`config.mk`:
```
export PLATFORM = sky130hd
export DESIGN_NAME = token_receiver
export DESIGN_NICKNAME = d
export VERILOG_FILES = /design/src/rtl/token_receiver.sv
export SDC_FILE = /design/constraint.sdc
export NUM_CORES = 1
export LEC_CHECK = 0
export CAP_MARGIN = 0
export CORE_ASPECT_RATIO = 0.8
export CORE_UTILIZATION = 28
export DETAILED_ROUTE_END_ITERATION = 8
export SYNTH_ARGS = -nofsm -noshare
export SYNTH_HDL_FRONTEND = slang
export SYNTH_SLANG_ARGS = --single-unit
export TNS_END_PERCENT = 20
```
`constraint.sdc`:
```
create_clock -name clk -period 3.9 [get_ports clk]
set_clock_uncertainty 0.2 [all_clocks]
set_input_delay 0.585 -clock clk [delete_from_list [all_inputs] [get_ports clk]]
set_output_delay 0.585 -clock clk [all_outputs]
set_load 0.03 [all_outputs]
```
`src/rtl/token_receiver.sv`:
```
// token_receiver
// Sink end of the DDP output token channel. Accepts 62-bit tokens from the
// CUES output port over a 2-phase send/ack handshake. Tokens are buffered in a
// first-word-fall-through FIFO for a local reader. The block counts accepted
// tokens against an expected number and flags completion.
//
// Ports:
//   clk              system clock
//   rstn             synchronous active-low reset (shared with CUES)
//   start_i_tr       arm/restart, rising-edge detected
//   expect_num_i_tr  tokens expected per run, 0 = unbounded
//   send_i_tr        2-phase request from CUES (asynchronous)
//   token_i_tr       bundled token, opr field in [31:0]
//   ack_o_tr         2-phase acknowledge to CUES
//   rd_en_i_tr       pop head token
//   rd_valid_o_tr    FIFO not empty
//   rd_token_o_tr    head token
//   count_o_tr       tokens accepted this run, saturating at 255
//   checksum_o_tr    running XOR of opr fields of accepted tokens
//   recv_done_o_tr   expected count reached
//   full_o_tr        FIFO full (back-pressure)
module token_receiver #(
  parameter int FIFO_DEPTH  = 16,
  parameter int SYNC_STAGES = 2
) (
  input  logic        clk,
  input  logic        rstn,
  input  logic        start_i_tr,
  input  logic [3:0]  expect_num_i_tr,
  input  logic        send_i_tr,
  input  logic [61:0] token_i_tr,
  output logic        ack_o_tr,
  input  logic        rd_en_i_tr,
  output logic        rd_valid_o_tr,
  output logic [61:0] rd_token_o_tr,
  output logic [7:0]  count_o_tr,
  output logic [31:0] checksum_o_tr,
  output logic        recv_done_o_tr,
  output logic        full_o_tr
);

  localparam int AW = (FIFO_DEPTH > 1) ? $clog2(FIFO_DEPTH) : 1;

  typedef enum logic [1:0] {IDLE, RECV, DONE} state_t;

  state_t                 r_state;
  state_t                 w_state_next;
  logic [SYNC_STAGES-1:0] r_sync;
  logic                   r_start_d;
  logic                   r_ack;
  logic [7:0]             r_count;
  logic [31:0]            r_csum;
  logic [61:0]            r_mem [FIFO_DEPTH];
  logic [AW-1:0]          r_wr_ptr;
  logic [AW-1:0]          r_rd_ptr;
  logic [AW:0]            r_occ;

  logic                   w_send_s;
  logic                   w_pending;
  logic                   w_start_edge;
  logic                   w_full;
  logic                   w_empty;
  logic                   w_capture;
  logic                   w_pop;
  logic [7:0]             w_count_base;
  logic [7:0]             w_count_next;
  logic [31:0]            w_csum_base;
  logic [31:0]            w_csum_next;

  // A request phase is outstanding whenever the synchronized send level
  // differs from our acknowledge level.
  assign w_send_s     = r_sync[SYNC_STAGES-1];
  assign w_pending    = w_send_s ^ r_ack;
  assign w_start_edge = start_i_tr & ~r_start_d;

  // Full/empty come from the registered occupancy, so a pop on the same edge
  // does not unblock a capture; that capture lands one cycle later.
  assign w_full    = (r_occ == (AW+1)'(FIFO_DEPTH));
  assign w_empty   = (r_occ == '0);
  assign w_pop     = rd_en_i_tr & ~w_empty;
  assign w_capture = (r_state == RECV) & w_pending & ~w_full;

  // A start edge clears the run totals first; a capture on that same edge
  // then counts as the first token of the new run.
  always_comb begin
    w_count_base = w_start_edge ? 8'd0 : r_count;
    w_csum_base  = w_start_edge ? 32'd0 : r_csum;
    w_count_next = w_count_base;
    w_csum_next  = w_csum_base;
    if (w_capture) begin
      if (w_count_base != 8'hFF) begin
        w_count_next = w_count_base + 8'd1;
      end
      w_csum_next = w_csum_base ^ token_i_tr[31:0];
    end
  end

  always_comb begin
    w_state_next = r_state;
    case (r_state)
      IDLE: begin
        if (w_start_edge) w_state_next = RECV;
      end
      RECV: begin
        if (w_capture && (expect_num_i_tr != 4'd0) &&
            (w_count_next == {4'd0, expect_num_i_tr})) begin
          w_state_next = DONE;
        end
      end
      DONE: begin
        if (w_start_edge) w_state_next = RECV;
      end
      default: w_state_next = IDLE;
    endcase
  end

  always_ff @(posedge clk) begin
    if (!rstn) begin
      r_state   <= IDLE;
      r_sync    <= '0;
      r_start_d <= 1'b0;
      r_ack     <= 1'b0;
      r_count   <= 8'd0;
      r_csum    <= 32'd0;
      r_wr_ptr  <= '0;
      r_rd_ptr  <= '0;
      r_occ     <= '0;
    end else begin
      r_state   <= w_state_next;
      r_sync    <= {r_sync[SYNC_STAGES-2:0], send_i_tr};
      r_start_d <= start_i_tr;
      r_count   <= w_count_next;
      r_csum    <= w_csum_next;
      if (w_capture) begin
        r_ack    <= ~r_ack;
        r_wr_ptr <= r_wr_ptr + 1'b1;
      end
      if (w_pop) begin
        r_rd_ptr <= r_rd_ptr + 1'b1;
      end
      case ({w_capture, w_pop})
        2'b10:   r_occ <= r_occ + 1'b1;
        2'b01:   r_occ <= r_occ - 1'b1;
        default: r_occ <= r_occ;
      endcase
    end
  end

  // Token storage needs no reset; occupancy alone decides what is valid.
  always_ff @(posedge clk) begin
    if (w_capture) begin
      r_mem[r_wr_ptr] <= token_i_tr;
    end
  end

  assign ack_o_tr       = r_ack;
  assign rd_valid_o_tr  = ~w_empty;
  assign rd_token_o_tr  = r_mem[r_rd_ptr];
  assign count_o_tr     = r_count;
  assign checksum_o_tr  = r_csum;
  assign recv_done_o_tr = (r_state == DONE);
  assign full_o_tr      = w_full;

endmodule

```
==> After elaboration in Yosys (flattened, before gate mapping) <==
Memory sizes are Yosys's and may differ from the RTL's. A register that Yosys moved wholly into a read port is not among the register bits.
Cells that the tools add are included.
{ "totals": {"reg_bits": 59, "mem_bits_rw": 992, "output_inout_bits": 106, "mem_count": 1, "in_bits": 71} }
{ "classes": {"mux": 13, "n_reduce_logical": 8, "n_bitwise": 10, "add_sub_neg": 5, "n_eq_ne": 9} }
{ "mem_list": {"columns": ["memory", "depth", "width", "read_ports", "rd_clocked_by_memory_dff", "write_ports", "line_no", "rtl"], "rows": [
  ["r_mem", 16, 62, 1, 1, 1, "53", "logic [61:0] r_mem [FIFO_DEPTH];"]
]} }
{ "ops": {"columns": ["cell", "count"], "rows": [
  ["$mux 32", 2],
  ["$xor 32x32->32", 1],
  ["$mux 8", 3],
  ["$pmux 5 s2", 1],
  ["$add 4x1->4 const B", 2],
  ["$add 8x1->8 const B", 1],
  ["$eq 8x4->1", 1],
  ["$mux 4", 2],
  ["$ne 8x8->1 const B", 1],
  ["$add 5x1->5 const B", 1],
  ["$eq 5x5->1 const B", 1],
  ["$logic_not 5->1", 1],
  ["$sub 5x1->5 const B", 1],
  ["$and 1x1->1", 4],
  ["$eq 2x1->1 const B", 2],
  ["$eq 2x2->1 const B", 2],
  ["$mux 2", 2],
  ["$ne 2x1->1 const B", 2],
  ["$not 1->1", 4],
  ["$pmux 2 s2", 1],
  ["$reduce_bool 4->1", 1],
  ["$logic_and 1x1->1", 2],
  ["$logic_not 2->1", 1],
  ["$mux 1", 2],
  ["other kinds (4)", 4]
]} }

==> Longest topological paths before layout <==
Gate-level depths: netlist of the first run.
{ "logic_depth": {"ltp_word": 10, "ltp_mapped": 13, "ltp_nobuf": 12} }

==> Least setup slack after synthesis of the first run <==
OpenSTA, ideal clock, no wires.
{ "synth_timing": {"kind": "register to register", "from": "register r_ack (netlist: ack_o_tr)", "to": "memory r_mem[4][0], enable pin", "t_arrival_ns": 3.187, "slack_ns": 0.086, "stages_incl_launch_ff": 8, "n_path_buf": 2, "setup_ns": 0.427, "period_less_slack_ns": 3.814, "path_cell_list": "dfxtp_1 xnor2_1 a211oi_4 clkbuf_1 clkbuf_1 nand2_1 nor2_1 and2_1"} }
{ "synth_via": {"elab_chain_len": 5} }
{ "synth_lines": {"columns": ["item", "line_no", "rtl"], "rows": [
  ["start, declared", "50", "logic r_ack;"],
  ["start signal, assigned", "135", "r_ack <= ~r_ack;"],
  ["$xor 1x1->1", "73", "assign w_pending = w_send_s ^ r_ack;"],
  ["$and 1x1->1 (2 in a row)", "81", "assign w_capture = (r_state == RECV) & w_pending & ~w_full;"],
  ["$mux 1", "151", "if (w_capture) begin"],
  ["$mux 1 (not written as such)", "152", "r_mem[r_wr_ptr] <= token_i_tr;"],
  ["end, declared", "53", null]
]} }
Every way passes these cells.

==> flow_summary.json, run 1 <==
{
  "yosysTopAreaCell": "edfxtp_1",
  "critPathKind": "reg -> out",
  "combPwrFrac": 0.157,
  "critical_path_arrival_ns": 3.00,
  "initial_core_util": 0.282,
  "worstMarginPinSlew_ns": 1.00,
  "cts_sinks": 1055,
  "p_int_mw": 20.5,
  "routed_wl_um": 101000,
  "synth_top_area_frac": 0.736,
  "first_iter_violations": 1800,
  "syn-num-nets": 1854,
  "final-hold-violation-count": 0,
  "synthFlopType": "edfxtp_1",
  "core_area_um2": 143000,
  "cts_buffer_depth": 3,
  "syn-cell-area_um2": 40500,
  "grt_max_degree": 78,
  "die-area_um2": 146000,
  "cts_tree": "built",
  "insertion_delay_ns": 0.69,
  "cp_data_required_time_ns": 3.12,
  "areaGrowthSynthToFinish_pct": 21.3,
  "synthAdderAreaFrac": 0.00359,
  "synth.yosys.seq_area_share": 0.768,
  "finalSetupViolations": 0,
  "final.setup.tns_ns": 0,
  "num_io_pins": 177,
  "synth_compound_area_frac": 0.0159,
  "path_cells": "buf_12, buf_6, mux4_2, mux4_2, dlygate4sd2_1",
  "p_leak_nw": 14.9,
  "yosysWarnings": 0,
  "drv_cap": 0,
  "switchingPower_mw": 6.41,
  "chipHeight_um": 342,
  "worst_path_most_repeated_cell": "mux4_2",
  "crit_path_top_delay_cell": "mux4_2",
  "synth_top_family_by_area": "multiplexers",
  "max_slew_margin": 0.330,
  "vias": 19200,
  "synth_edf_count": 992,
  "clk_pin_slew_ns": 0.06,
  "synth_area_per_cell_um2": 22.8,
  "async_reset_ff_frac": 0,
  "grt_pass1_vias": 20400,
  "outcome": "finished clean",
  "max_freq_mhz": 264,
  "design_area_um2": 49100,
  "grt_use_total": 0.138,
  "period_minus_slack_ns": 3.79,
  "root_buffer": "clkbuf_16",
  "ant_nets": 0,
  "grt_overflow": 0,
  "port_buffers": 176,
  "yosys.cell_count.top_type": "edfxtp_1",
  "cp_max_fo": 21,
  "drc_errors": 0,
  "dpl.hpwl_um": 54600,
  "antenna_found_initial": 6,
  "drv_slew": 0,
  "max_stage_delay_ns": 0.51,
  "vias_per_cell": 4.77,
  "die_x_um": 427,
  "placed_cell_area_um2": 45400,
  "grt_pass1_wl_um": 144000,
  "p_per_area_nw_per_um2": 549,
  "fin_nets": 2128,
  "cp-end-kind": "primary output",
  "wl_per_cell_um": 25.2,
  "min-delay-path-class": "reg -> reg",
  "synth_area_leaders": "edfxtp_1, mux4_2, dfxtp_1, and3_1, o21a_1",
  "synth.top_cells.by_count": "edfxtp_1, mux4_2, clkbuf_1, dfxtp_1, nand2_1",
  "drive_above_1_share": 0.286,
  "ctsHtreeMaxLevel": 3,
  "synth_xor_area_frac": 0.00504,
  "pwr-share-seq": 0.464,
  "place.gp.congestion": 0.700,
  "firstDrtPassIters": 5,
  "crit_path_start_kind": "register",
  "synthMuxAreaShare": 0.174,
  "num_rows": 124,
  "yosys_register_bits": 1055,
  "rsz0062_at_grt": "yes",
  "r2r_slack_ns": 0.56,
  "ir_worst_vdd_mv": 0.353,
  "pwr-share-clk": 0.380,
  "synthSimpleGateAreaFrac": 0.0238,
  "synth_cell_types": 54,
  "cts_made_buffers": 106,
  "swShare": 0.238,
  "holdWs_ns": 0.244,
  "netlist_instances": 1772,
  "fin_crit_sh": 0.972
}
## per-stage QoR
stage / std cells / util / power, mW / setup slack, ns
after global placement: 3814 / 0.317 / 16.9 / 0.419
after CTS: 4015 / 0.342 / 27.2 / -0.0301
final: 4029 / 0.343 / 26.9 / 0.110
after global routing: 4027 / 0.343 / 27.9 / -0.0451
after detailed placement: 3814 / 0.317 / 17.0 / 0.386
after floorplan: 1772 / - / 15.5 / 0.0864
## state kept, by name, summed over array words and instances (netlist names), named ones only
name / count
r_state: 2
r_occ: 5
r_wr_ptr: 4
r_mem: 992
r_start_d: 1
checksum_o_tr: 32
r_sync: 2
ack_o_tr: 1
r_rd_ptr: 4
count_o_tr: 8
## path summary, 6_finish.rpt
path / start / to / cells past startpoint
worst min register to register: r_sync[0]$_SDFF_PN0_ / r_sync[1]$_SDFF_PN0_ / 1
worst max-delay path: register / rd_token_o_tr[3] / 5
worst max register to register: r_occ[0]$_SDFFE_PN0P_ / r_occ[4]$_SDFFE_PN0P_ / 11
worst min-delay path: r_sync[0]$_SDFF_PN0_ / r_sync[1]$_SDFF_PN0_ / 1
## repair_timing
item                                    in CTS  in global routing
endpoints found under the setup margin      57                 37
hold buffers                                 0                  0
gates resized for setup                     98                 13
buffers inserted                             2                 11
gates cloned                                 0                  1
## metal layers
layer | part of all wire | track usage
met3 | 0.056 | 0.0277
met1 | 0.44 | 0.192
met5 | 0.00032 | 0
met4 | 0.017 | 0.0320
met2 | 0.48 | 0.223
## area by class of cell
class / count / area, um2
tap: 1890 / 2360
inverter: 9 / 33.8
timing repair buffer: 261 / 3040
multi-input combinational: 613 / 9040
clock buffer: 126 / 2750
antenna: 2 / 5.00
clock inverter: 73 / 756
fill: 13100 / 94100
sequential: 1055 / 31100
## power by group through the flow
stage / Sequential, mW / Clock (mW) / Combinational (mW)
finish: 12.5 / 10.2 / 4.22
global route: 12.5 / 10.9 / 4.52
CTS: 12.5 / 10.5 / 4.21
detailed placement: 12.7 / 0 / 4.24
global placement: 12.7 / 0 / 4.17
floorplan: 12.7 / 0 / 2.78
## placed cells by master (no fill, tap or decap), drive strengths merged, types with 7 or more instances in the layout
cell type and instances:
clkinvlp 7, bufinv 12, buf 90, mux4 310
nor2b 7, clkdlybuf4s15 16, dlygate4sd2 34, clkdlybuf4s50 113
nor3 8, inv 15, dfxtp 63, edfxtp 992
clkbuf 134, and3 43, xnor2 12, and2 35
nor2 7, ha 10, clkinv 48, nand2 47
o21a 33, a21oi 35
## worst max-delay path: cells and delay by family (launching register included)
| family | cells | cell delay (ns) |
|---|---|---|
| DFF | 1 | 0.44 |
| muxes | 2 | 1.02 |
| buffers and inverters | 3 | 0.82 |
## cell families (layout without fill, tap and decap cells)
kind of cell    Yosys count  after routing
mux                     315            315
fa+ha+maj                11             11
simple gates            172            172
xor+xnor                 20             20
buf+inv                 104            469
flops                  1055           1055
other cells               0              2
compound gates           95             95
Power figures use the tool's default switching activity.
==> run 2, diff against run 1 <==
RECOVER_POWER = 25   (was default)
SLEW_MARGIN = 20   (was default)
clock period = 3.3 ns   (was 3.9 ns; I/O delays follow)
==> flow_summary.json, run 2 (synthesis gave the netlist of run 1 again) <==
{
  "outcome": "finished, violations left",
  "failed_checks": "max-capacitance violations, max-slew violations, negative setup slack",
  "cp_max_fo": 6,
  "max_freq_mhz": 276,
  "crit_path_start_kind": "register",
  "num_io_pins": 177,
  "grt_max_degree": 57,
  "filler_cell_count": 13100,
  "drv_slew": 31,
  "worstMarginPinSlew_ns": 1.60,
  "cts_sinks": 1055,
  "ctsHtreeMaxLevel": 3,
  "clk_pin_slew_ns": 0.06,
  "num_rows": 124,
  "grt_pass1_vias": 20300,
  "cp_data_required_time_ns": 2.60,
  "areaGrowthSynthToFinish_pct": 22.7,
  "die_x_um": 427,
  "cts_buffer_depth": 3,
  "largest_register_ffs": 992,
  "max_flop_register": "r_mem",
  "critPathKind": "reg -> out",
  "die-area_um2": 146000,
  "register_area_um2": 31100,
  "ant_nets": 0,
  "port_buffers": 176,
  "p_per_area_nw_per_um2": 643,
  "drv_cap": 1,
  "final.setup.tns_ns": -13.63,
  "firstDrtPassIters": 5,
  "initial_core_util": 0.282,
  "grt_overflow": 0,
  "cts_made_buffers": 107,
  "wl_per_cell_um": 24.7,
  "root_buffer": "clkbuf_16",
  "ff2ff_path_depth": 11,
  "cp-end-kind": "primary output",
  "p_leak_nw": 15.2,
  "final_util": 0.346,
  "grt_use_total": 0.137,
  "routed_wl_um": 101000,
  "core_area_um2": 143000,
  "min-delay-path-class": "in -> reg",
  "drc_errors": 0,
  "whs_path_depth": 2,
  "rsz0062_at_grt": "yes",
  "fin_ws_ns": -0.324,
  "period_minus_slack_ns": 3.62,
  "dpl.hpwl_um": 57400,
  "grt_pass1_wl_um": 144000,
  "critical_path_arrival_ns": 2.93,
  "p_total_mw": 31.9,
  "chipHeight_um": 342,
  "first_iter_violations": 1811,
  "ir_worst_vdd_mv": 0.498,
  "place.gp.congestion": 0.744,
  "finalSetupViolations": 62,
  "fin_crit_sh": 1.10,
  "cts_tree": "built",
  "insertion_delay_ns": 0.71,
  "holdWs_ns": 0.185,
  "final_common_cell": "edfxtp_1",
  "layout.cells.non_filler": 4076,
  "antenna_found_initial": 2,
  "multi_input_area_um2": 9040,
  "final-hold-violation-count": 0,
  "max_slew_margin": -0.0658,
  "drive_above_1_share": 0.313,
  "vias": 19300,
  "fin_nets": 2177,
  "vias_per_cell": 4.73,
  "placed_cells": 3840,
  "final_cell_mix": "edfxtp_1, mux4_2, clkbuf_16"
}
## run 2: routing by layer
metal	GRT usage	wire, um
met3	0.0255	5450
met4	0.0315	1800
met5	0	0
met2	0.230	50100
met1	0.184	43300
## run 2: worst paths after layout
check | from | endpoint | slack, ns
setup / recovery | register | rd_token_o_tr[44] | -0.32
hold / removal | send_i_tr | r_sync[0]$_SDFF_PN0_ | 0.19
setup reg to reg | r_occ[0]$_SDFFE_PN0P_ | r_occ[4]$_SDFFE_PN0P_ | 0.28
hold reg to reg | r_sync[0]$_SDFF_PN0_ | r_sync[1]$_SDFF_PN0_ | 0.25
## run 2: layout make-up
cell class,instances,area share
Multi-Input combinational cell,613,0.182
Antenna cell,3,0.000151
Sequential cell,1055,0.626
Clock inverter,61,0.00948
Timing Repair Buffer,309,0.0768
Inverter,9,0.000681
Tap cell,1890,0.0477
Clock buffer,136,0.0570
## run 2: through the flow
step	cell area [um2]	setup WS, ns
global placement	45700	0.0698
CTS	49300	-0.466
detailed placement	45700	0.0590
floorplan	40500	-0.454
finish	49600	-0.324
global route	49600	-0.428
## run 2: worst max-delay path: stages, from the launching register on
cell             delay (ns)
dfxtp_4                0.38
buf_4                  0.14
buf_16                 0.15
buf_4                  0.17
mux4_2                 0.49
mux4_2                 0.54
clkdlybuf4s15_2        0.32
## run 2: what timing repair did
action                                  4_1_cts  5_1_grt
hold buffers                                  0        0
buffers inserted                              4       24
cloned                                        4        5
gates resized for setup                     189       81
endpoints found under the setup margin       62       62
## run 2: where the power goes
group	leakage, nW	total, mW	switching, mW	internal (mW)
Combinational	4.18	5.73	2.57	3.17
Sequential	9.43	14.8	0.0530	14.7
Clock	1.61	11.4	5.10	6.32
Total	15.2	31.9	7.73	24.2
